--- src/rtl/famicom_cpu_bus_master.sv ---
// Famicom 2A03-style CPU bus cycle generator: turns host requests into M2 / /ROMSEL / R/W / address / data
// bus cycles on the cartridge connector, with M2 free-running (or parked low) between transactions.
module famicom_cpu_bus_master #(
  parameter int unsigned LOW_CYCLES  = 3,
  parameter int unsigned HIGH_CYCLES = 3,
  parameter int unsigned HOLD_CYCLES = 1,
  parameter bit          FREE_RUN    = 1'b1,
  parameter logic [15:0] IDLE_ADDR   = 16'h0000
) (
  input  logic        clk,
  input  logic        rst,
  input  logic        req,
  input  logic        req_we,
  input  logic [15:0] req_addr,
  input  logic [7:0]  req_wdata,
  output logic        busy,
  output logic        done,
  output logic [7:0]  rdata,
  output logic        m2,
  output logic        romsel,
  output logic        cpu_rw,
  output logic [14:0] cpu_addr,
  output logic [7:0]  cpu_data_out,
  output logic        cpu_data_oe,
  input  logic [7:0]  cpu_data_in
);

  localparam int unsigned MAX_PH = (LOW_CYCLES > HIGH_CYCLES) ? LOW_CYCLES : HIGH_CYCLES;
  localparam int unsigned CW     = (MAX_PH > 1) ? $clog2(MAX_PH) : 1;
  localparam int unsigned HW     = $clog2(HOLD_CYCLES + 1);
  localparam logic [CW-1:0] LOW_LAST  = CW'(LOW_CYCLES - 1);
  localparam logic [CW-1:0] HIGH_LAST = CW'(HIGH_CYCLES - 1);
  localparam logic [HW-1:0] HOLD_INIT = HW'(HOLD_CYCLES);

  typedef enum logic {PH_LOW, PH_HIGH} phase_t;

  phase_t        state_q, state_d;
  logic [CW-1:0] cnt_q, cnt_d;
  logic          parked, boundary, enter_high;

  logic          busy_q, done_q, m2_q, romsel_q, rw_q, oe_q;
  logic [15:0]   addr_q;
  logic [7:0]    wdata_q, dout_q, rdata_q;
  logic [HW-1:0] hold_q;

  // Parked (FREE_RUN=0, nothing in flight) every clk is a cycle boundary, so a
  // request is taken on the next edge and the LOW phase restarts from count 0.
  always_comb begin
    parked     = !FREE_RUN && (state_q == PH_LOW) && (cnt_q == '0) && !busy_q;
    boundary   = parked || ((state_q == PH_HIGH) && (cnt_q == HIGH_LAST));
    enter_high = (state_q == PH_LOW) && (cnt_q == LOW_LAST);
    state_d    = state_q;
    cnt_d      = cnt_q + 1'b1;
    case (state_q)
      PH_LOW: begin
        if (parked) begin
          cnt_d = '0;
        end else if (enter_high) begin
          state_d = PH_HIGH;
          cnt_d   = '0;
        end
      end
      PH_HIGH: begin
        if (boundary) begin
          state_d = PH_LOW;
          cnt_d   = '0;
        end
      end
      default: begin
        state_d = PH_LOW;
        cnt_d   = '0;
      end
    endcase
  end

  always_ff @(posedge clk or posedge rst) begin
    if (rst) begin
      state_q <= PH_LOW;
      cnt_q   <= '0;
    end else begin
      state_q <= state_d;
      cnt_q   <= cnt_d;
    end
  end

  always_ff @(posedge clk or posedge rst) begin
    if (rst) begin
      busy_q   <= 1'b0;
      done_q   <= 1'b0;
      m2_q     <= 1'b0;
      romsel_q <= 1'b1;
      rw_q     <= 1'b1;
      oe_q     <= 1'b0;
      addr_q   <= '0;
      wdata_q  <= '0;
      dout_q   <= '0;
      rdata_q  <= '0;
      hold_q   <= '0;
    end else begin
      done_q <= 1'b0;

      // Write data lingers into LOW for the hold window, then releases the bus.
      if ((state_q == PH_LOW) && oe_q) begin
        if (hold_q == HW'(1)) oe_q <= 1'b0;
        else hold_q <= hold_q - 1'b1;
      end

      if (boundary) begin
        m2_q     <= 1'b0;
        romsel_q <= 1'b1;
        if (busy_q) begin
          done_q <= 1'b1;
          if (rw_q) rdata_q <= cpu_data_in;
        end
        if ((state_q == PH_HIGH) && oe_q) hold_q <= HOLD_INIT;
        if (req) begin
          busy_q  <= 1'b1;
          addr_q  <= req_addr;
          rw_q    <= ~req_we;
          wdata_q <= req_wdata;
        end else begin
          busy_q <= 1'b0;
          addr_q <= IDLE_ADDR;
          rw_q   <= 1'b1;
        end
      end else if (enter_high) begin
        m2_q     <= 1'b1;
        romsel_q <= ~addr_q[15];
        if (!rw_q) begin
          oe_q   <= 1'b1;
          dout_q <= wdata_q;
        end
      end
    end
  end

  assign busy         = busy_q;
  assign done         = done_q;
  assign rdata        = rdata_q;
  assign m2           = m2_q;
  assign romsel       = romsel_q;
  assign cpu_rw       = rw_q;
  assign cpu_addr     = addr_q[14:0];
  assign cpu_data_out = dout_q;
  assign cpu_data_oe  = oe_q;

endmodule

--- config.mk ---
export PLATFORM = sky130hd
export DESIGN_NAME = famicom_cpu_bus_master
export DESIGN_NICKNAME = d
export VERILOG_FILES = /design/src/rtl/famicom_cpu_bus_master.sv
export SDC_FILE = /design/constraint.sdc
export NUM_CORES = 1
export LEC_CHECK = 0
export CAP_MARGIN = 0
export CORE_MARGIN = 1
export CORE_UTILIZATION = 47
export DETAILED_ROUTE_END_ITERATION = 10
export GPL_TIMING_DRIVEN = 0
export HOLD_SLACK_MARGIN = 0.05
export PLACE_DENSITY_LB_ADDON = 0.12
export SETUP_SLACK_MARGIN = 0.05
export SYNTH_ARGS = -nofsm -noshare
export SYNTH_HDL_FRONTEND = slang
export SYNTH_SLANG_ARGS = --single-unit
--- constraint.sdc ---
create_clock -name clk -period 3.06 [get_ports clk]
set_input_delay 0.612 -clock clk [delete_from_list [all_inputs] [get_ports clk]]
set_output_delay 0.612 -clock clk [all_outputs]
set_load 0.03 [all_outputs]
==> metrics <==
Worst path max stage delay 0.69 ns; number of warning messages in the yosys log 0; first-pass GRT wire length 6110 µm; floorplan row count 23; number of clock sinks 50; worst hold path stage count 1; Worst Setup Start Kind flop; startpoint of the tightest hold check path cnt_q[1]; largest net degree at the start of global routing 35; post-CTS setup repair buffer count 0; area of the die 4490 µm²; clock-pin slew of the registers on the worst-case setup and hold paths 0.08 ns; R2R setup slack 1.07 ns; maximum vdd drop 352 µV; unrepaired setup endpoints after global routing no; insertion delay to the later sink of the worst-skew pair 0.29 ns; Die Ht 67.0 µm; destination of the worst register-to-register timing path addr_q[5]; Max stage delay cell, worst path clkdlybuf4s50_1; cell at the root of the clock tree clkbuf_8; Post-Syn Area per Cell 14.8 µm²; sequential cell area fraction in the yosys report 0.631; worst path bufs/invs 1; grt ovf 0; final estimated routing congestion in global placement 0.733; layout cell share with drive strength beyond 1 0.271; most common cell after layout, fill and taps aside clkdlybuf4s50_1; chip width 67.0 µm; Final Power 1.39 mW; fin crit share 0.712; commonest non-fill, non-tap cells in the layout clkdlybuf4s50_1 (72), dfrtp_1 (48), mux2_2 (26); setup TNS 0 ns; maximum capacitance violations 0; residual DRC count 0; worst hold path type reg -> reg; leakage 1.28 nW; summed instance area of the synthesized netlist 1990 µm²; H-tree level count 2; maximum clock skew at final layout 0.00633 ns; Highest Clock Rate 0.459 GHz; final cell area excluding filler cells 2870 µm²; initial antenna violation count 0; Core Area 4030 µm²; Final ANT Viol Nets 0; CTS Buf Count 5; vias in the first global route 1332; placement-stage cell area 2790 µm²; Initial Util 0.493; post-synthesis cell type count 21; final hold vios 0; clock tree from TritonCTS done; cell-by-cell trace of the critical path clkdlybuf4s50_1; worst setup path class reg -> out; number of placed I/O pins 73; status completed; endpoint type of the worst setup path primary output; maximum number of buffers from clock root to sink 2; pwr dens 484 nW/µm²; total of cells resized after clock tree synthesis 0; count of routing violations after the opening detailed-route iteration 41; pin slew with the least headroom to its limit 0.493 ns; launch instance of the worst register-to-register path cnt_q[0]; number of setup violations in the final report 0; via count 1287; wire length per cell after detailed routing 14.0 µm; number of buffers inserted for hold repair after clock tree synthesis 0; data arrival time of the critical path 1.57 ns; via/cell ratio 4.88; post-synthesis to final-layout area growth 44.4%; worst-path maximum fanout 4; Gate Count Post-Synth 134; final critical delay including setup and external delays 2.18 ns; detailed-router iteration count before antenna repair 4; Max Slew Vio Count 0; number of cells on the worst reg-to-reg path 6; CP delay by family, top buffers and inverters; required time worst endpoint 2.45 ns; final-stage net count 252; Slew headroom 0.671; count of inserted antenna diode cells 0; WL final 3680 µm; Syn Nets 172; Port Buf Inserts 72; Worst Hold Path EP cnt_q[0]; sum of net half-perimeters after detailed placement 2840 µm; Seq cells post-synth 50; global-route usage over all layers 0.188
## cell type report
class,instances,area (µm²)
multi-input combinational,60,563
clock buffer,5,68.8
fill,295,1160
clock inverter,2,10.0
tap,50,62.6
inverter,4,15.0
sequential,50,1250
buffer,20,155
timing repair buffer,73,741
## per-layer routing
layer  GRT usage  vias to the layer above  share of wire
met5           0                        -              0
met4      0.0851                        0          0.017
met3      0.0462                        7          0.060
met2       0.323                       41           0.51
met1       0.219                      630           0.41
li1            -                      609              -
## per-stage QoR
step           hold slack (ns)  worst slack (ns)  utilization  std cells
2_1_floorplan            0.411              1.25            -        134
3_3_place_gp             0.424             0.419        0.688        256
3_5_place_dp             0.427              1.07        0.693        257
4_1_cts                  0.439             0.871        0.712        264
5_1_grt                  0.466             0.842        0.712        264
6_report                 0.436             0.880        0.712        264
## cell usage after synthesis
cell type | instances | area share
a21oi_1 | 1 | 0.0025
and2_1 | 1 | 0.0032
nand2_1 | 1 | 0.0019
nand3_1 | 2 | 0.0050
dfstp_2 | 2 | 0.026
inv_1 | 3 | 0.0057
mux2_2 | 26 | 0.15
buf_6 | 3 | 0.017
and2_4 | 1 | 0.0044
a22o_1 | 15 | 0.066
dfrtp_1 | 48 | 0.60
nor2b_1 | 2 | 0.0063
nor2_1 | 2 | 0.0038
nor3b_4 | 1 | 0.0094
clkinv_1 | 1 | 0.0019
nand2b_1 | 3 | 0.0094
clkbuf_1 | 1 | 0.0019
buf_2 | 1 | 0.0025
ha_1 | 2 | 0.013
buf_4 | 15 | 0.057
a21o_1 | 3 | 0.011
## sequential cells by signal, indices dropped and copies added (netlist names)
name,flops
cpu_rw,1
romsel,1
cnt_q,2
hold_q,1
wdata_q,8
done,1
addr_q,16
cpu_data_out,8
state_q,1
cpu_data_oe,1
busy,1
m2,1
rdata,8
## logic make-up (layout without fill, tap and decap cells)
group / count (synthesis) / in the layout / synth area share
flops: 50 / 50 / 0.631
mux: 26 / 26 / 0.147
buf+inv: 24 / 104 / 0.0856
compound gates: 19 / 19 / 0.0800
simple gates: 13 / 13 / 0.0435
fa+ha+maj: 2 / 2 / 0.0126
## where the power goes
group / switching, mW / total [mW] / internal [mW]
Sequential: 0.0274 / 0.743 / 0.715
Combinational: 0.141 / 0.304 / 0.163
Clock: 0.187 / 0.341 / 0.153
## how the worst max path moves through the flow
stage / start / cells after the start / endpoint / slack (ns)
after global routing: cpu_rw / 1 / cpu_rw / 0.84
after detailed placement: cnt_q[0] / 6 / addr_q[1] / 1.07
after floorplan: rst / 1 / addr_q[0] / 1.25
after global placement: rst / 2 / cnt_q[0] / 0.42
after CTS: cpu_rw / 1 / cpu_rw / 0.87
final: cpu_rw / 1 / cpu_rw / 0.88
Power figures use the tool's default switching activity.
